**config.mk**
```make
export PLATFORM = sky130hd
export DESIGN_NAME = addac4_ctrl_flat
export DESIGN_NICKNAME = d
export VERILOG_FILES = /design/src/rtl/addac4_ctrl_if.sv /design/src/rtl/addac4_ctrl.sv /design/src/flat_wrapper.sv
export SDC_FILE = /design/constraint.sdc
export NUM_CORES = 1
export LEC_CHECK = 0
export ABC_AREA = 1
export CAP_MARGIN = 30
export CORE_ASPECT_RATIO = 1.4
export CORE_MARGIN = 4
export CORE_UTILIZATION = 60
export DETAILED_ROUTE_END_ITERATION = 6
export GPL_ROUTABILITY_DRIVEN = 0
export GPL_TIMING_DRIVEN = 0
export HOLD_SLACK_MARGIN = 0.06
export PLACE_DENSITY = 0.95
export REMOVE_ABC_BUFFERS = 1
export SYNTH_ARGS = -nofsm -noshare
export SYNTH_HDL_FRONTEND = slang
export SYNTH_SLANG_ARGS = --single-unit
```
**constraint.sdc**
```tcl
create_clock -name clk -period 6.6 [get_ports clk]
set_clock_uncertainty 0.1 [all_clocks]
set_input_delay 0.66 -clock clk [delete_from_list [all_inputs] [get_ports clk]]
set_output_delay 0.66 -clock clk [all_outputs]
set_load 0.1 [all_outputs]
```
**src/rtl/addac4_ctrl_if.sv**
```systemverilog
// Command port of the adder/accumulator sequencer: valid/ready handshake
// carrying {op, val, cnt}.
interface addac4_ctrl_if;
    logic       cmd_valid;
    logic       cmd_ready;
    logic [1:0] cmd_op;
    logic [3:0] cmd_val;
    logic [3:0] cmd_cnt;

    modport master (
        output cmd_valid, cmd_op, cmd_val, cmd_cnt,
        input  cmd_ready
    );

    modport slave (
        input  cmd_valid, cmd_op, cmd_val, cmd_cnt,
        output cmd_ready
    );
endinterface

```
**src/rtl/addac4_ctrl.sv**
```systemverilog
// Command sequencer for the 4-bit adder/accumulator: FIFO-buffered LOAD/ADD/SUB/MUL
// commands, one accumulator step per clock, MUL as repeated addition.
module addac4_ctrl #(
    parameter int DEPTH = 4
) (
    input  logic         clk,
    input  logic         rst,
    addac4_ctrl_if.slave cmd,
    output logic [3:0]   acc_a,
    output logic         acc_sel0,
    output logic         acc_sel1,
    input  logic [3:0]   acc_s,
    input  logic         acc_cout,
    output logic         done_o,
    output logic [3:0]   result_o,
    output logic         ovf_o,
    output logic         busy_o
);

    localparam int AW = $clog2(DEPTH);

    typedef enum logic [1:0] {
        OP_LOAD = 2'b00,
        OP_ADD  = 2'b01,
        OP_SUB  = 2'b10,
        OP_MUL  = 2'b11
    } op_t;

    typedef enum logic [2:0] {
        S_INIT,
        S_IDLE,
        S_EXEC,
        S_MZERO,
        S_MADD,
        S_DONE
    } state_t;

    state_t state, state_nxt;

    logic [9:0]    fifo_mem [DEPTH];
    logic [AW-1:0] wr_ptr, rd_ptr;
    logic [AW:0]   count;
    logic          full, empty, push, pop;
    logic [9:0]    head;
    op_t           head_op;

    op_t        op_r;
    logic [3:0] val_r, cnt_r, iter, iter_nxt;
    logic       flag, flag_nxt;
    logic [1:0] sel;
    logic [3:0] a_val;
    logic       done;

    assign full    = (count == (AW+1)'(DEPTH));
    assign empty   = (count == '0);
    assign head    = fifo_mem[rd_ptr];
    assign head_op = op_t'(head[9:8]);

    // Readiness comes from the registered count only, so a pop never frees a slot in the same cycle.
    assign cmd.cmd_ready = !rst && (state != S_INIT) && !full;
    assign push          = cmd.cmd_valid && cmd.cmd_ready;

    always_ff @(posedge clk) begin
        if (rst) begin
            wr_ptr <= '0;
            rd_ptr <= '0;
            count  <= '0;
        end else begin
            if (push) begin
                fifo_mem[wr_ptr] <= {cmd.cmd_op, cmd.cmd_val, cmd.cmd_cnt};
                wr_ptr           <= wr_ptr + 1'b1;
            end
            if (pop) begin
                rd_ptr <= rd_ptr + 1'b1;
            end
            case ({push, pop})
                2'b10:   count <= count + 1'b1;
                2'b01:   count <= count - 1'b1;
                default: count <= count;
            endcase
        end
    end

    always_ff @(posedge clk) begin
        if (rst) begin
            state <= S_INIT;
            flag  <= 1'b0;
            iter  <= '0;
            op_r  <= OP_LOAD;
            val_r <= '0;
            cnt_r <= '0;
        end else begin
            state <= state_nxt;
            flag  <= flag_nxt;
            iter  <= iter_nxt;
            if (pop) begin
                op_r  <= head_op;
                val_r <= head[7:4];
                cnt_r <= head[3:0];
            end
        end
    end

    always_comb begin
        state_nxt = state;
        pop       = 1'b0;
        sel       = 2'b00;
        a_val     = '0;
        done      = 1'b0;
        flag_nxt  = flag;
        iter_nxt  = iter;
        case (state)
            S_INIT: begin
                sel       = 2'b11;
                state_nxt = S_IDLE;
            end
            S_IDLE: begin
                if (!empty) begin
                    pop       = 1'b1;
                    state_nxt = (head_op == OP_MUL) ? S_MZERO : S_EXEC;
                end
            end
            S_EXEC: begin
                a_val     = val_r;
                state_nxt = S_DONE;
                case (op_r)
                    OP_LOAD: begin
                        sel      = 2'b11;
                        flag_nxt = 1'b0;
                    end
                    OP_ADD: begin
                        sel      = 2'b10;
                        flag_nxt = acc_cout;
                    end
                    OP_SUB: begin
                        sel      = 2'b01;
                        flag_nxt = ~acc_cout;
                    end
                    default: begin
                        sel      = 2'b00;
                        flag_nxt = 1'b0;
                    end
                endcase
            end
            S_MZERO: begin
                sel       = 2'b11;
                flag_nxt  = 1'b0;
                iter_nxt  = cnt_r;
                state_nxt = (cnt_r != '0) ? S_MADD : S_DONE;
            end
            S_MADD: begin
                sel      = 2'b10;
                a_val    = val_r;
                flag_nxt = flag | acc_cout;
                iter_nxt = iter - 1'b1;
                if (iter == 4'd1) begin
                    state_nxt = S_DONE;
                end
            end
            S_DONE: begin
                done = 1'b1;
                if (!empty) begin
                    pop       = 1'b1;
                    state_nxt = (head_op == OP_MUL) ? S_MZERO : S_EXEC;
                end else begin
                    state_nxt = S_IDLE;
                end
            end
            default: begin
                state_nxt = S_INIT;
            end
        endcase
    end

    // Outputs are forced quiet while reset is held, independent of the state register.
    assign acc_sel1 = rst ? 1'b0 : sel[1];
    assign acc_sel0 = rst ? 1'b0 : sel[0];
    assign acc_a    = rst ? '0 : a_val;
    assign done_o   = done && !rst;
    assign result_o = acc_s;
    assign ovf_o    = done_o && flag;
    assign busy_o   = (state != S_IDLE);

endmodule
```
**src/flat_wrapper.sv**
```systemverilog
// flat-port wrapper written by rule: the top's interface ports become plain ports
module addac4_ctrl_flat 
#(
    parameter int DEPTH = 4
)
  (clk, rst, acc_a, acc_sel0, acc_sel1, acc_s, acc_cout, done_o, result_o, ovf_o, busy_o, cmd_cmd_valid, cmd_cmd_op, cmd_cmd_val, cmd_cmd_cnt, cmd_cmd_ready);
  addac4_ctrl_if cmd_i ();
  input  logic clk;
  input  logic rst;
  output logic [3:0] acc_a;
  output logic acc_sel0;
  output logic acc_sel1;
  input  logic [3:0] acc_s;
  input  logic acc_cout;
  output logic done_o;
  output logic [3:0] result_o;
  output logic ovf_o;
  output logic busy_o;
  input wire logic [$bits(cmd_i.cmd_valid)-1:0] cmd_cmd_valid;
  input wire logic [$bits(cmd_i.cmd_op)-1:0] cmd_cmd_op;
  input wire logic [$bits(cmd_i.cmd_val)-1:0] cmd_cmd_val;
  input wire logic [$bits(cmd_i.cmd_cnt)-1:0] cmd_cmd_cnt;
  output wire logic [$bits(cmd_i.cmd_ready)-1:0] cmd_cmd_ready;
  assign cmd_i.cmd_valid = cmd_cmd_valid;
  assign cmd_i.cmd_op = cmd_cmd_op;
  assign cmd_i.cmd_val = cmd_cmd_val;
  assign cmd_i.cmd_cnt = cmd_cmd_cnt;
  assign cmd_cmd_ready = cmd_i.cmd_ready;
  addac4_ctrl #(.DEPTH(DEPTH)) u_core (.clk(clk), .rst(rst), .cmd(cmd_i), .acc_a(acc_a), .acc_sel0(acc_sel0), .acc_sel1(acc_sel1), .acc_s(acc_s), .acc_cout(acc_cout), .done_o(done_o), .result_o(result_o), .ovf_o(ovf_o), .busy_o(busy_o));
endmodule
```
Word-level counts from Yosys, hierarchy flattened
Memory sizes are Yosys's and may differ from the RTL's. A register that Yosys moved wholly into a read port is not among the register bits.
Index checks and enable logic that the tools add are counted.
- flip-flop bits (word level): 25
- bits in writable memories: 40
- input port bits: 18
- output and inout port bits: 14
- logic and storage cells: 75
- memories kept: 1
- add/sub/neg operators: 5
- eq/ne operators: 15
- multiplexer cells: 24
- bitwise operators: 2
- reduce and logical (&&, ||, !) cells: 19
- memories (name ; depth ; bits a word ; rd ports ; clocked after Yosys merged registers in ; write ports ; line ; text):
    u_core.fifo_mem ; 4 ; 10 ; 1 ; 1 ; 1 ; addac4_ctrl.sv:40 ; logic [9:0] fifo_mem [DEPTH];
- operator list (cell ; count):
    $pmux W3 S6 ; 1
    $pmux W2 S3 ; 2
    $mux W1 ; 10
    $eq A3 B3 Y1 const B ; 3
    $mux W3 ; 3
    $mux W4 ; 2
    $pmux W4 S2 ; 1
    $eq A2 B2 Y1 const B ; 3
    $eq A3 B2 Y1 const B ; 2
    $logic_not A3 Y1 ; 2
    $pmux W3 S2 ; 1
    $reduce_bool A3 Y1 ; 2
    $reduce_or A2 Y1 ; 3
    $logic_and A1 B1 Y1 ; 5
    $add A2 B1 Y2 const B ; 2
    $eq A2 B1 Y1 const B ; 2
    $eq A4 B1 Y1 const B ; 1
    $mux W2 ; 2
    $reduce_bool A2 Y1 ; 2
    $reduce_bool A4 Y1 ; 1
    $sub A4 B1 Y4 const B ; 1
    $add A3 B1 Y3 const B ; 1
    $eq A3 B1 Y1 const B ; 1
    $ne A3 B1 Y1 const B ; 1
    10 further kinds ; 11

Logic depth before layout (Yosys ltp)
Gate-level depths: netlist of run 1.
- word-level depth: 7
- gate-level depth with buffers: 13
- gate-level depth less buffers: 12

Least setup slack after synthesis of run 1
OpenSTA, ideal clock, no wires.
- kind: input to output
- from: in rst
- to: out ovf_o
- arrival: 3.781 ns
- data required time: 5.840 ns
- setup slack: 2.059 ns
- cell stages on the path: 2
- buffers on the path: 1
- cells stage by stage: clkbuf_1 -> nor4_1
- word-level cells in the longest chain between the ends: 3
- ends and longest elaborated chain (element ; line ; text):
    start: declaration ; flat_wrapper.sv:9 ; input logic rst;
    $logic_not A1 Y1 ; addac4_ctrl.sv:179 ; assign done_o = done && !rst;
    $logic_and A1 B1 Y1 ; addac4_ctrl.sv:179 ;
    $logic_and A1 B1 Y1 ; addac4_ctrl.sv:181 ; assign ovf_o = done_o && flag;
    end: declaration ; flat_wrapper.sv:17 ; output logic ovf_o;
No other way between the ends.

Worst setup path in the final report of run 1
- from: in rst
- to: out cmd_cmd_ready
- word-level cells in the longest chain between the ends: 3
- ends and longest elaborated chain (element ; line ; text):
    $logic_not A1 Y1 ; addac4_ctrl.sv:60 ; assign cmd.cmd_ready = !rst && (state != S_INIT) && !full;
    $logic_and A1 B1 Y1 (2 in series) ; addac4_ctrl.sv:60 ;
    end: declaration ; flat_wrapper.sv:23 ; output wire logic [$bits(cmd_i.cmd_ready)-1:0] cmd_cmd_ready;
No other way between the ends.

==> impl_metrics.env, run 1 <==
export IMPL_port_buffers=23
export IMPL_cts_buffer_depth=2
export IMPL_cts_sinks=67
export IMPL_drv_cap=0
export IMPL_worst_r2r_cell_count=9
export IMPL_diodes=0
export IMPL_finalWirelength_um=5920
export IMPL_grt_max_degree=26
export IMPL_r2r_slack_ps=3990
export IMPL_ys_warnings_count=0
export IMPL_p_per_area_nw_per_um2=372
export IMPL_fin_cells=403
export IMPL_hpwlAfterDp_um=3960
export IMPL_via_count=2211
export IMPL_start_util_pct=61.8
export IMPL_required_ps=5840
export IMPL_clkTransAtPathRegs_ps=70
export IMPL_synthDistinctLibCells=28
export IMPL_max_freq_ghz=0.241
export IMPL_core_region_area_um2=4800
export IMPL_via_per_inst=5.49
export IMPL_seq_area_frac_synth_pct=58.6
export IMPL_rows=30
export IMPL_io_pins=32
export IMPL_wire_per_inst_um=14.7
export IMPL_gr_usage_all_layers_pct=21.0
export IMPL_drive_gt1_share_pct=9.14
export IMPL_hold_path_startpoint="u_core.rd_ptr[1]$_SDFFE_PP0N_"
export IMPL_root_buffer="clkbuf_8"
export IMPL_finalCriticalPeriod_ps=4150
export IMPL_grt_antenna_before_repair=0
export IMPL_hold_buffers=0
export IMPL_critPathMaxFanout=24
export IMPL_clk_latency_ps=340
export IMPL_grt_pass1_wl_um=9250
export IMPL_hold_class="flip-flop to flip-flop"
export IMPL_postCtsSetupRepairBufs=0
export IMPL_cts_buffers=9
export IMPL_drcViolationCount=0
export IMPL_dp_cells=385
export IMPL_r2r_end="u_core.count[2]$_SDFFE_PP0P_"
export IMPL_hold_viol=0
export IMPL_avgSynthCellArea_um2=9.52
export IMPL_grt_pass1_vias=2188
export IMPL_slew_viol_final=0
export IMPL_rsz0062_at_grt="no"
export IMPL_drt_iter0_drc=165
export IMPL_p_leak_nw=1.28
export IMPL_die_w_um=67.5
export IMPL_vdd_ir_drop_max_mv=0.228
export IMPL_worstSetupEndpointType="primary output"
export IMPL_syn_inst=312
export IMPL_die_h_um=91.3
export IMPL_worst_slew_pin_slew_ps=979
export IMPL_finish_utilization_pct=70.9
export IMPL_netlist_area_um2=2970
export IMPL_slew_headroom_pct=34.5
export IMPL_antenna_left=0
export IMPL_cts_tree="done"
export IMPL_die_area_um2=6160
export IMPL_fillers=380
export IMPL_worstReg2RegStart="u_core.state[0]$_SDFFE_PP0P_"
export IMPL_fin_setup_tns_ps=0
export IMPL_grt_remaining_overflow=0
export IMPL_first_pass_iters=4
export IMPL_start_kind="input pin"
export IMPL_ys_ff_latch=67
export IMPL_status="finished clean"
export IMPL_hold_depth=2
export IMPL_cp_arrival_ps=3390
export IMPL_ctsResizeCount=0
export IMPL_critPathKind="input pin to primary output"
export IMPL_fin_crit_sh_pct=62.9
export IMPL_final_nets=360
export IMPL_htree_levels=3
export IMPL_setup_violations=0
export IMPL_synthToLayoutAreaGrowth_pct=14.7
==> sequential cells by signal, indices dropped and copies added, names as in the netlist, named ones only <==
name / cells
u_core.wr_ptr: 2
u_core.count: 3
u_core.state: 3
u_core.op_r: 2
u_core.cnt_r: 4
u_core.rd_ptr: 2
u_core.fifo_mem: 40
u_core.flag: 1
u_core.val_r: 4
u_core.iter: 4
==> how the worst max path moves through the flow <==
stage	slack, ps	cells past startpoint	end	from
5_1_grt	2330	5	cmd_cmd_ready	rst
4_1_cts	2460	5	cmd_cmd_ready	rst
3_3_place_gp	2490	5	cmd_cmd_ready	rst
3_5_place_dp	2470	5	cmd_cmd_ready	rst
6_report	2450	5	cmd_cmd_ready	rst
2_1_floorplan	2230	1	ovf_o	rst
==> report_power, final <==
part	internal [W]	total [W]	switching, W
sequential	0.000499	0.000555	0.0000568
combinational	0.000116	0.000388	0.000273
clock	0.000181	0.000325	0.000144
==> logic make-up (layout without fill, tap and decap cells) <==
kind of cell	after synthesis	count (layout)	share of synthesized area (%)
compound gates	68	68	12.8
xor+xnor	1	1	0.295
fa+ha+maj	8	8	3.62
buf+inv	55	82	8.04
flops	67	67	58.6
simple gates	113	113	16.6
==> placed cells by master, fill, tap and decap left out <==
cell type	count
nor3_1	3
clkinv_2	2
ha_1	7
inv_1	36
a221oi_1	1
nand2_1	36
a31oi_1	13
clkinvlp_4	1
inv_2	3
bufinv_16	1
nand3_1	13
a21oi_1	14
nor4_1	1
edfxtp_1	40
o21ai_0	37
o21ai_1	1
nand2_4	2
clkbuf_8	10
nor2_1	51
a31oi_4	1
dfxtp_1	27
xor2_1	1
fa_1	1
nor2_2	1
clkinv_1	3
nor2_4	3
clkdlybuf4s50_1	23
a21oi_2	1
buf_4	3
nand2_2	3
==> critical path, cell delays in order <==
cell	delay, ps
clkdlybuf4s50_1	620
inv_1	590
nand2_2	130
a31oi_4	210
clkdlybuf4s50_1	1170
==> cells in the mapped netlist <==
library cell | instances | share of area [%]
inv_2 | 3 | 0.38
a21oi_2 | 1 | 0.29
nand2_4 | 2 | 0.76
nor2_1 | 51 | 6.4
clkbuf_1 | 4 | 0.51
nor4_1 | 1 | 0.21
nand3_1 | 13 | 2.2
clkinv_1 | 1 | 0.13
inv_1 | 36 | 4.5
buf_4 | 5 | 1.3
buf_6 | 1 | 0.38
xor2_1 | 1 | 0.29
nor2_4 | 3 | 1.1
ha_1 | 7 | 2.9
dfxtp_1 | 27 | 18
o21ai_0 | 37 | 6.2
a31oi_4 | 1 | 0.72
o21ai_1 | 1 | 0.17
buf_2 | 5 | 0.84
nor2_2 | 1 | 0.21
fa_1 | 1 | 0.67
nand2_2 | 3 | 0.63
a221oi_1 | 1 | 0.29
nor3_1 | 3 | 0.51
a21oi_1 | 14 | 2.4
a31oi_1 | 13 | 2.7
nand2_1 | 36 | 4.5
edfxtp_1 | 40 | 40
==> per-stage QoR <==
stage	area (um2)	hold WS, ps	power (W)	setup WS, ps
3_3_place_gp	3190	348	0.000920	2490
6_report	3410	368	0.00127	2450
4_1_cts	3390	363	0.00127	2460
3_5_place_dp	3200	357	0.000944	2470
2_1_floorplan	2880	338	0.000844	2230
5_1_grt	3410	388	0.00134	2330
==> final cells by class <==
| type | count | area, um2 | area share, % |
|---|---|---|---|
| repair buffers | 26 | 253 | 7.42 |
| flip-flops and latches | 67 | 1740 | 51.1 |
| inverters | 40 | 150 | 4.41 |
| clock buffers | 10 | 138 | 4.04 |
| clock inverters | 6 | 55.1 | 1.62 |
| multi-input cells | 190 | 991 | 29.1 |
| well taps | 64 | 80.1 | 2.35 |
==> per-layer routing <==
| metal | track usage [%] | part of all wire [%] | vias to the layer above |
|---|---|---|---|
| met3 | 4.46 | 5.2 | 25 |
| met1 | 20.5 | 36 | 1011 |
| met4 | 20.0 | 4.6 | 0 |
| met2 | 34.6 | 54 | 87 |
| met5 | 0 | 0 | - |
| li1 | - | - | 1088 |
(Power assumes the default switching activity.)
==> run 2, diff against run 1 <==
--- a/config.mk
+++ b/config.mk
@@ -9,12 +9,12 @@
 export CAP_MARGIN = 30
 export CORE_ASPECT_RATIO = 1.4
 export CORE_MARGIN = 4
-export CORE_UTILIZATION = 60
+export CORE_UTILIZATION = 56
 export DETAILED_ROUTE_END_ITERATION = 6
 export GPL_ROUTABILITY_DRIVEN = 0
 export GPL_TIMING_DRIVEN = 0
 export HOLD_SLACK_MARGIN = 0.06
-export PLACE_DENSITY = 0.95
+export PLACE_DENSITY = 0.9
 export REMOVE_ABC_BUFFERS = 1
 export SYNTH_ARGS = -nofsm -noshare
 export SYNTH_HDL_FRONTEND = slang
==> constraint.sdc (replaced) <==
create_clock -name clk -period 4 [get_ports clk]
set_clock_uncertainty 0.1 [all_clocks]
set_input_delay 0.4 -clock clk [delete_from_list [all_inputs] [get_ports clk]]
set_output_delay 0.4 -clock clk [all_outputs]
set_load 0.1 [all_outputs]
==> run 2 against run 1 <==
Routed wire length down 5.9%. Hold slack better by 6.0 ps. Sequential power up 65%. Final cell count up 0.50%. Sequential cell count unchanged. Core utilization down 4.9 points. Combinational power up 62%. Sequential share of layout area about the same. Non-clock buffer count unchanged. Die area up 6.4%. Largest cell class unchanged.
==> impl_metrics.env, run 2 (same netlist as run 1, synthesis figures left out) <==
export IMPL_status="finished clean"
export IMPL_gr_usage_all_layers_pct=17.9
export IMPL_cts_tree="done"
export IMPL_synthToLayoutAreaGrowth_pct=14.6
export IMPL_hold_viol=0
export IMPL_antenna_left=0
export IMPL_drcViolationCount=0
export IMPL_die_w_um=69.6
export IMPL_hold_class="flip-flop to flip-flop"
export IMPL_cts_sinks=67
export IMPL_cts_buffer_depth=2
export IMPL_postCtsSetupRepairBufs=0
export IMPL_hold_buffers=0
export IMPL_startpoint="rst"
export IMPL_diodes=0
export IMPL_start_kind="input pin"
export IMPL_hold_path_startpoint="u_core.count[0]$_SDFFE_PP0P_"
export IMPL_regMostFlops="u_core.fifo_mem"
export IMPL_grt_antenna_before_repair=0
export IMPL_ctsResizeCount=0
export IMPL_total_power_w=0.00207
export IMPL_finish_utilization_pct=66.0
export IMPL_wire_per_inst_um=13.8
export IMPL_port_buffers=23
export IMPL_slew_viol_final=0
export IMPL_root_buffer="clkbuf_8"
export IMPL_drive_gt1_share_pct=9.14
export IMPL_clk_latency_ps=340
export IMPL_hold_depth=1
export IMPL_htree_levels=3
export IMPL_core_region_area_um2=5160
export IMPL_drv_cap=0
export IMPL_worst_slew_pin_slew_ps=986
export IMPL_fillers=400
export IMPL_rsz0062_at_grt="no"
export IMPL_finalWirelength_um=5570
export IMPL_worst_r2r_cell_count=9
export IMPL_grt_max_degree=26
export IMPL_grt_pass1_wl_um=8870
export IMPL_r2r_slack_ps=1440
export IMPL_required_ps=3500
export IMPL_slew_headroom_pct=34.1
export IMPL_worstReg2RegStart="u_core.state[0]$_SDFFE_PP0P_"
export IMPL_hold_ws_ps=374
export IMPL_whs_endpoint="u_core.count[0]$_SDFFE_PP0P_"
export IMPL_start_util_pct=57.6
export IMPL_die_area_um2=6550
export IMPL_grt_remaining_overflow=0
export IMPL_final_cell_mix="nor2_1 (51), edfxtp_1 (40), o21ai_0 (37)"
export IMPL_rows=31
export IMPL_use_met2_pct=32.1
export IMPL_largest_reg_flops=40
export IMPL_dp_cells=386
export IMPL_dp_slack_ps=382
export IMPL_die_h_um=94.2
export IMPL_first_pass_iters=5
export IMPL_vdd_ir_drop_max_mv=0.294
export IMPL_max_freq_ghz=0.276
export IMPL_grt_pass1_vias=2016
export IMPL_via_per_inst=5.37
export IMPL_met1_usage_pct=18.0
export IMPL_met3_usage_pct=6.00
export IMPL_clkTransAtPathRegs_ps=70
export IMPL_p_leak_nw=1.27
export IMPL_p_per_area_nw_per_um2=608
export IMPL_worstSetupEndpointType="primary output"
export IMPL_fin_crit_sh_pct=90.6
export IMPL_hpwlAfterDp_um=3650
export IMPL_via_count=2175
export IMPL_critPathKind="input pin to primary output"
export IMPL_grt_busiest_layer="met2"
export IMPL_setup_violations=0
export IMPL_fin_ws_ps=377
export IMPL_io_pins=32
export IMPL_layout_commonest_cell="nor2_1"
export IMPL_critPathMaxFanout=24
export IMPL_drt_iter0_drc=123
export IMPL_finalCriticalPeriod_ps=3620
export IMPL_final_nets=360
export IMPL_fin_cells=405
export IMPL_r2r_end="u_core.count[2]$_SDFFE_PP0P_"
export IMPL_cp_arrival_ps=3120
export IMPL_cts_buffers=9
run 2: changes by cell type in the layout (fill, tap and decap cells not counted):
cell and delta:
clkinv_2 +1, clkinv_1 -1, clkbuf_1 +1, buf_6 +1, clkbuf_8 -1, buf_4 -1
run 2: worst max-delay path by stage:
stage,endpoint,slack (ps),cells after the start
3_5_place_dp,cmd_cmd_ready,380,5
5_1_grt,cmd_cmd_ready,240,5
6_report,cmd_cmd_ready,380,5
3_3_place_gp,cmd_cmd_ready,410,5
2_1_floorplan,ovf_o,-4,2
4_1_cts,cmd_cmd_ready,390,5
run 2: per-layer routing:
metal	part of all wire, %	vias to the layer above
li1	-	1081
met1	40	1019
met2	53	65
met3	4.7	10
met4	1.6	0
met5	0	-
run 2: where the power goes:
group / switching, W / internal (W) / total, W
sequential: 0.0000907 / 0.000822 / 0.000913
clock: 0.000246 / 0.000282 / 0.000528
combinational: 0.000438 / 0.000190 / 0.000628
total: 0.000774 / 0.00129 / 0.00207
run 2: cell type report:
class | instances | area (um2) | share of cell area, %
flip-flops and latches | 67 | 1740 | 51.1
multi-input cells | 190 | 991 | 29.1
well taps | 66 | 82.6 | 2.42
inverters | 40 | 150 | 4.41
clock inverters | 6 | 56.3 | 1.65
repair buffers | 26 | 256 | 7.53
clock buffers | 10 | 128 | 3.75
run 2: worst max-delay path, stage by stage:
cell,delay (ps)
clkdlybuf4s50_1,620
inv_1,600
nand2_2,130
a31oi_4,210
clkdlybuf4s50_1,1160
run 2: metrics by stage:
step / instance area [um2] / TNS (ps)
2_1_floorplan: 2880 / -3.94
3_3_place_gp: 3200 / 0
3_5_place_dp: 3200 / 0
4_1_cts: 3380 / 0
5_1_grt: 3410 / 0
6_report: 3410 / 0
==> run 3, diff against run 2 <==
--- a/config.mk
+++ b/config.mk
@@ -9,12 +9,14 @@
 export CAP_MARGIN = 30
 export CORE_ASPECT_RATIO = 1.4
 export CORE_MARGIN = 4
-export CORE_UTILIZATION = 56
+export CORE_UTILIZATION = 58
+export CTS_BUF_LIST = sky130_fd_sc_hd__clkbuf_4 sky130_fd_sc_hd__clkbuf_8
 export DETAILED_ROUTE_END_ITERATION = 6
 export GPL_ROUTABILITY_DRIVEN = 0
 export GPL_TIMING_DRIVEN = 0
 export HOLD_SLACK_MARGIN = 0.06
-export PLACE_DENSITY = 0.9
+export PLACE_DENSITY = 0.79
+export RECOVER_POWER = 50
 export REMOVE_ABC_BUFFERS = 1
 export SYNTH_ARGS = -nofsm -noshare
 export SYNTH_HDL_FRONTEND = slang
==> run 3 against run 2 <==
Combinational power is 0.8% lower. Sequential share of layout area fell by 0.65 points. Via count rose by 0.46%. Global-route usage up 1.7 points. Sequential power fell by 0.4%. Setup slack got worse by 34 ps.
==> impl_metrics.env, run 3 (same netlist as run 1, synthesis figures left out) <==
export IMPL_p_leak_nw=1.30
export IMPL_critical_path_top_delay_family="buffers and inverters"
export IMPL_stdcell_area_um2=3450
export IMPL_path_cells="dlygate4sd3_1, inv_1, nand2_2, a31oi_4, clkdlybuf4s50_1"
export IMPL_regMostFlops="u_core.fifo_mem"
export IMPL_setup_violations=0
export IMPL_hpwlAfterDp_um=3860
export IMPL_cts_buffer_depth=2
export IMPL_grt_pass1_wl_um=9100
export IMPL_gr_usage_all_layers_pct=19.6
export IMPL_p_per_area_nw_per_um2=641
export IMPL_layout_commonest_cell="nor2_1"
export IMPL_fillers=382
export IMPL_die_h_um=92.7
export IMPL_crit_path_max_incr_delay_ps=1160
export IMPL_grt_pass1_vias=2108
export IMPL_final_nets=360
export IMPL_root_buffer="clkbuf_8"
export IMPL_worst_slew_pin_slew_ps=983
export IMPL_drive_gt1_share_pct=9.14
export IMPL_critPathKind="input pin to primary output"
export IMPL_io_pins=32
export IMPL_synthToLayoutAreaGrowth_pct=16.1
export IMPL_start_kind="input pin"
export IMPL_fin_setup_tns_ps=0
export IMPL_diodes=0
export IMPL_regArea_um2=1740
export IMPL_slew_headroom_pct=34.3
export IMPL_drv_cap=0
export IMPL_fin_crit_sh_pct=91.4
export IMPL_port_buffers=23
export IMPL_worstSetupEndpointType="primary output"
export IMPL_core_region_area_um2=4920
export IMPL_slew_viol_final=0
export IMPL_ctsResizeCount=0
export IMPL_antenna_left=0
export IMPL_required_ps=3500
export IMPL_critPathMaxFanout=24
export IMPL_max_freq_ghz=0.273
export IMPL_die_area_um2=6350
export IMPL_hold_buffers=0
export IMPL_grt_max_degree=26
export IMPL_cts_buffers=9
export IMPL_finalCriticalPeriod_ps=3660
export IMPL_fin_cells=403
export IMPL_clkTransAtPathRegs_ps=70
export IMPL_via_count=2185
export IMPL_grt_antenna_before_repair=0
export IMPL_finalWirelength_um=5700
export IMPL_hold_viol=0
export IMPL_wire_per_inst_um=14.1
export IMPL_clk_latency_ps=330
export IMPL_largest_reg_flops=40
export IMPL_critPathBufInv=3
export IMPL_grt_remaining_overflow=0
export IMPL_cts_tree="done"
export IMPL_dp_cells=387
export IMPL_htree_levels=3
export IMPL_multi_input_area_um2=981
export IMPL_status="finished clean"
export IMPL_first_pass_iters=5
export IMPL_final_cell_mix="nor2_1 (52), edfxtp_1 (40), nand2_1 (37), o21ai_0 (37), inv_1 (36)"
export IMPL_post_dp_cell_area_um2=3220
export IMPL_drcViolationCount=0
export IMPL_die_w_um=68.5
export IMPL_cp_arrival_ps=3160
export IMPL_vdd_ir_drop_max_mv=0.341
export IMPL_rsz0062_at_grt="no"
export IMPL_drt_iter0_drc=159
export IMPL_postCtsSetupRepairBufs=0
export IMPL_cts_sinks=67
export IMPL_slowest_stage="clkdlybuf4s50_1"
export IMPL_via_per_inst=5.42
export IMPL_hold_ws_ps=378
export IMPL_rows=30
export IMPL_hold_class="flip-flop to flip-flop"
export IMPL_start_util_pct=60.4
==> run 3: cell types whose count changed in the layout (fill, tap and decap cells not counted), moves of 2 or more <==
| cell | delta |
|---|---|
| clkdlybuf4s50_1 | -11 |
| dlygate4sd3_1 | +11 |
| bufinv_16 | +2 |
| clkinv_2 | -2 |
==> run 3: power by group <==
part / total, W / internal [W] / switching (W)
Clock: 0.000679 / 0.000423 / 0.000256
Combinational: 0.000623 / 0.000183 / 0.000440
Sequential: 0.000909 / 0.000822 / 0.0000865
Total: 0.00221 / 0.00143 / 0.000782
==> run 3: per-layer routing <==
metal | up-vias | part of all wire (%) | track usage (%)
li1 | 1090 | - | -
met1 | 1014 | 39 | 21.2
met2 | 68 | 54 | 35.0
met3 | 13 | 5.0 | 4.61
met4 | 0 | 1.8 | 8.46
met5 | - | 0 | 0
==> run 3: final timing paths <==
path                            cells past startpoint                           end                           from  slack (ps)
worst max-delay path                                5                 cmd_cmd_ready                            rst         340
worst min-delay path                                2                     flip-flop  u_core.rd_ptr[1]$_SDFFE_PP0N_         380
worst max register to register                      9  u_core.count[2]$_SDFFE_PP0P_   u_core.state[0]$_SDFFE_PP0P_        1200
worst min register to register                      2                     flip-flop  u_core.rd_ptr[1]$_SDFFE_PP0N_         380
==> run 3: worst register-to-register path, cell delays in order, from the launching register on <==
cell and delay (ps):
dfxtp_1 500, nand2_1 240, nor2_4 490, ha_1 240, inv_1 70, fa_1 390
a21oi_1 190, o21ai_0 150, o21ai_0 230, a21oi_1 90
==> run 3: layout make-up <==
cell class / count / area share [%]
Timing Repair Buffer: 26 / 7.33
Sequential cell: 67 / 50.5
Tap cell: 64 / 2.32
Multi-Input combinational cell: 190 / 28.4
Clock inverter: 6 / 3.26
Clock buffer: 10 / 3.81
Inverter: 40 / 4.35
==> run 3: metrics by stage <==
stage          setup WS [ps]  total power [W]  utilization (%)
2_1_floorplan          -3.94          0.00139                -
3_3_place_gp             402          0.00153             64.9
3_5_place_dp             362          0.00155             65.4
4_1_cts                  370          0.00223             70.4
5_1_grt                  186          0.00234             70.2
6_report                 343          0.00221             70.2
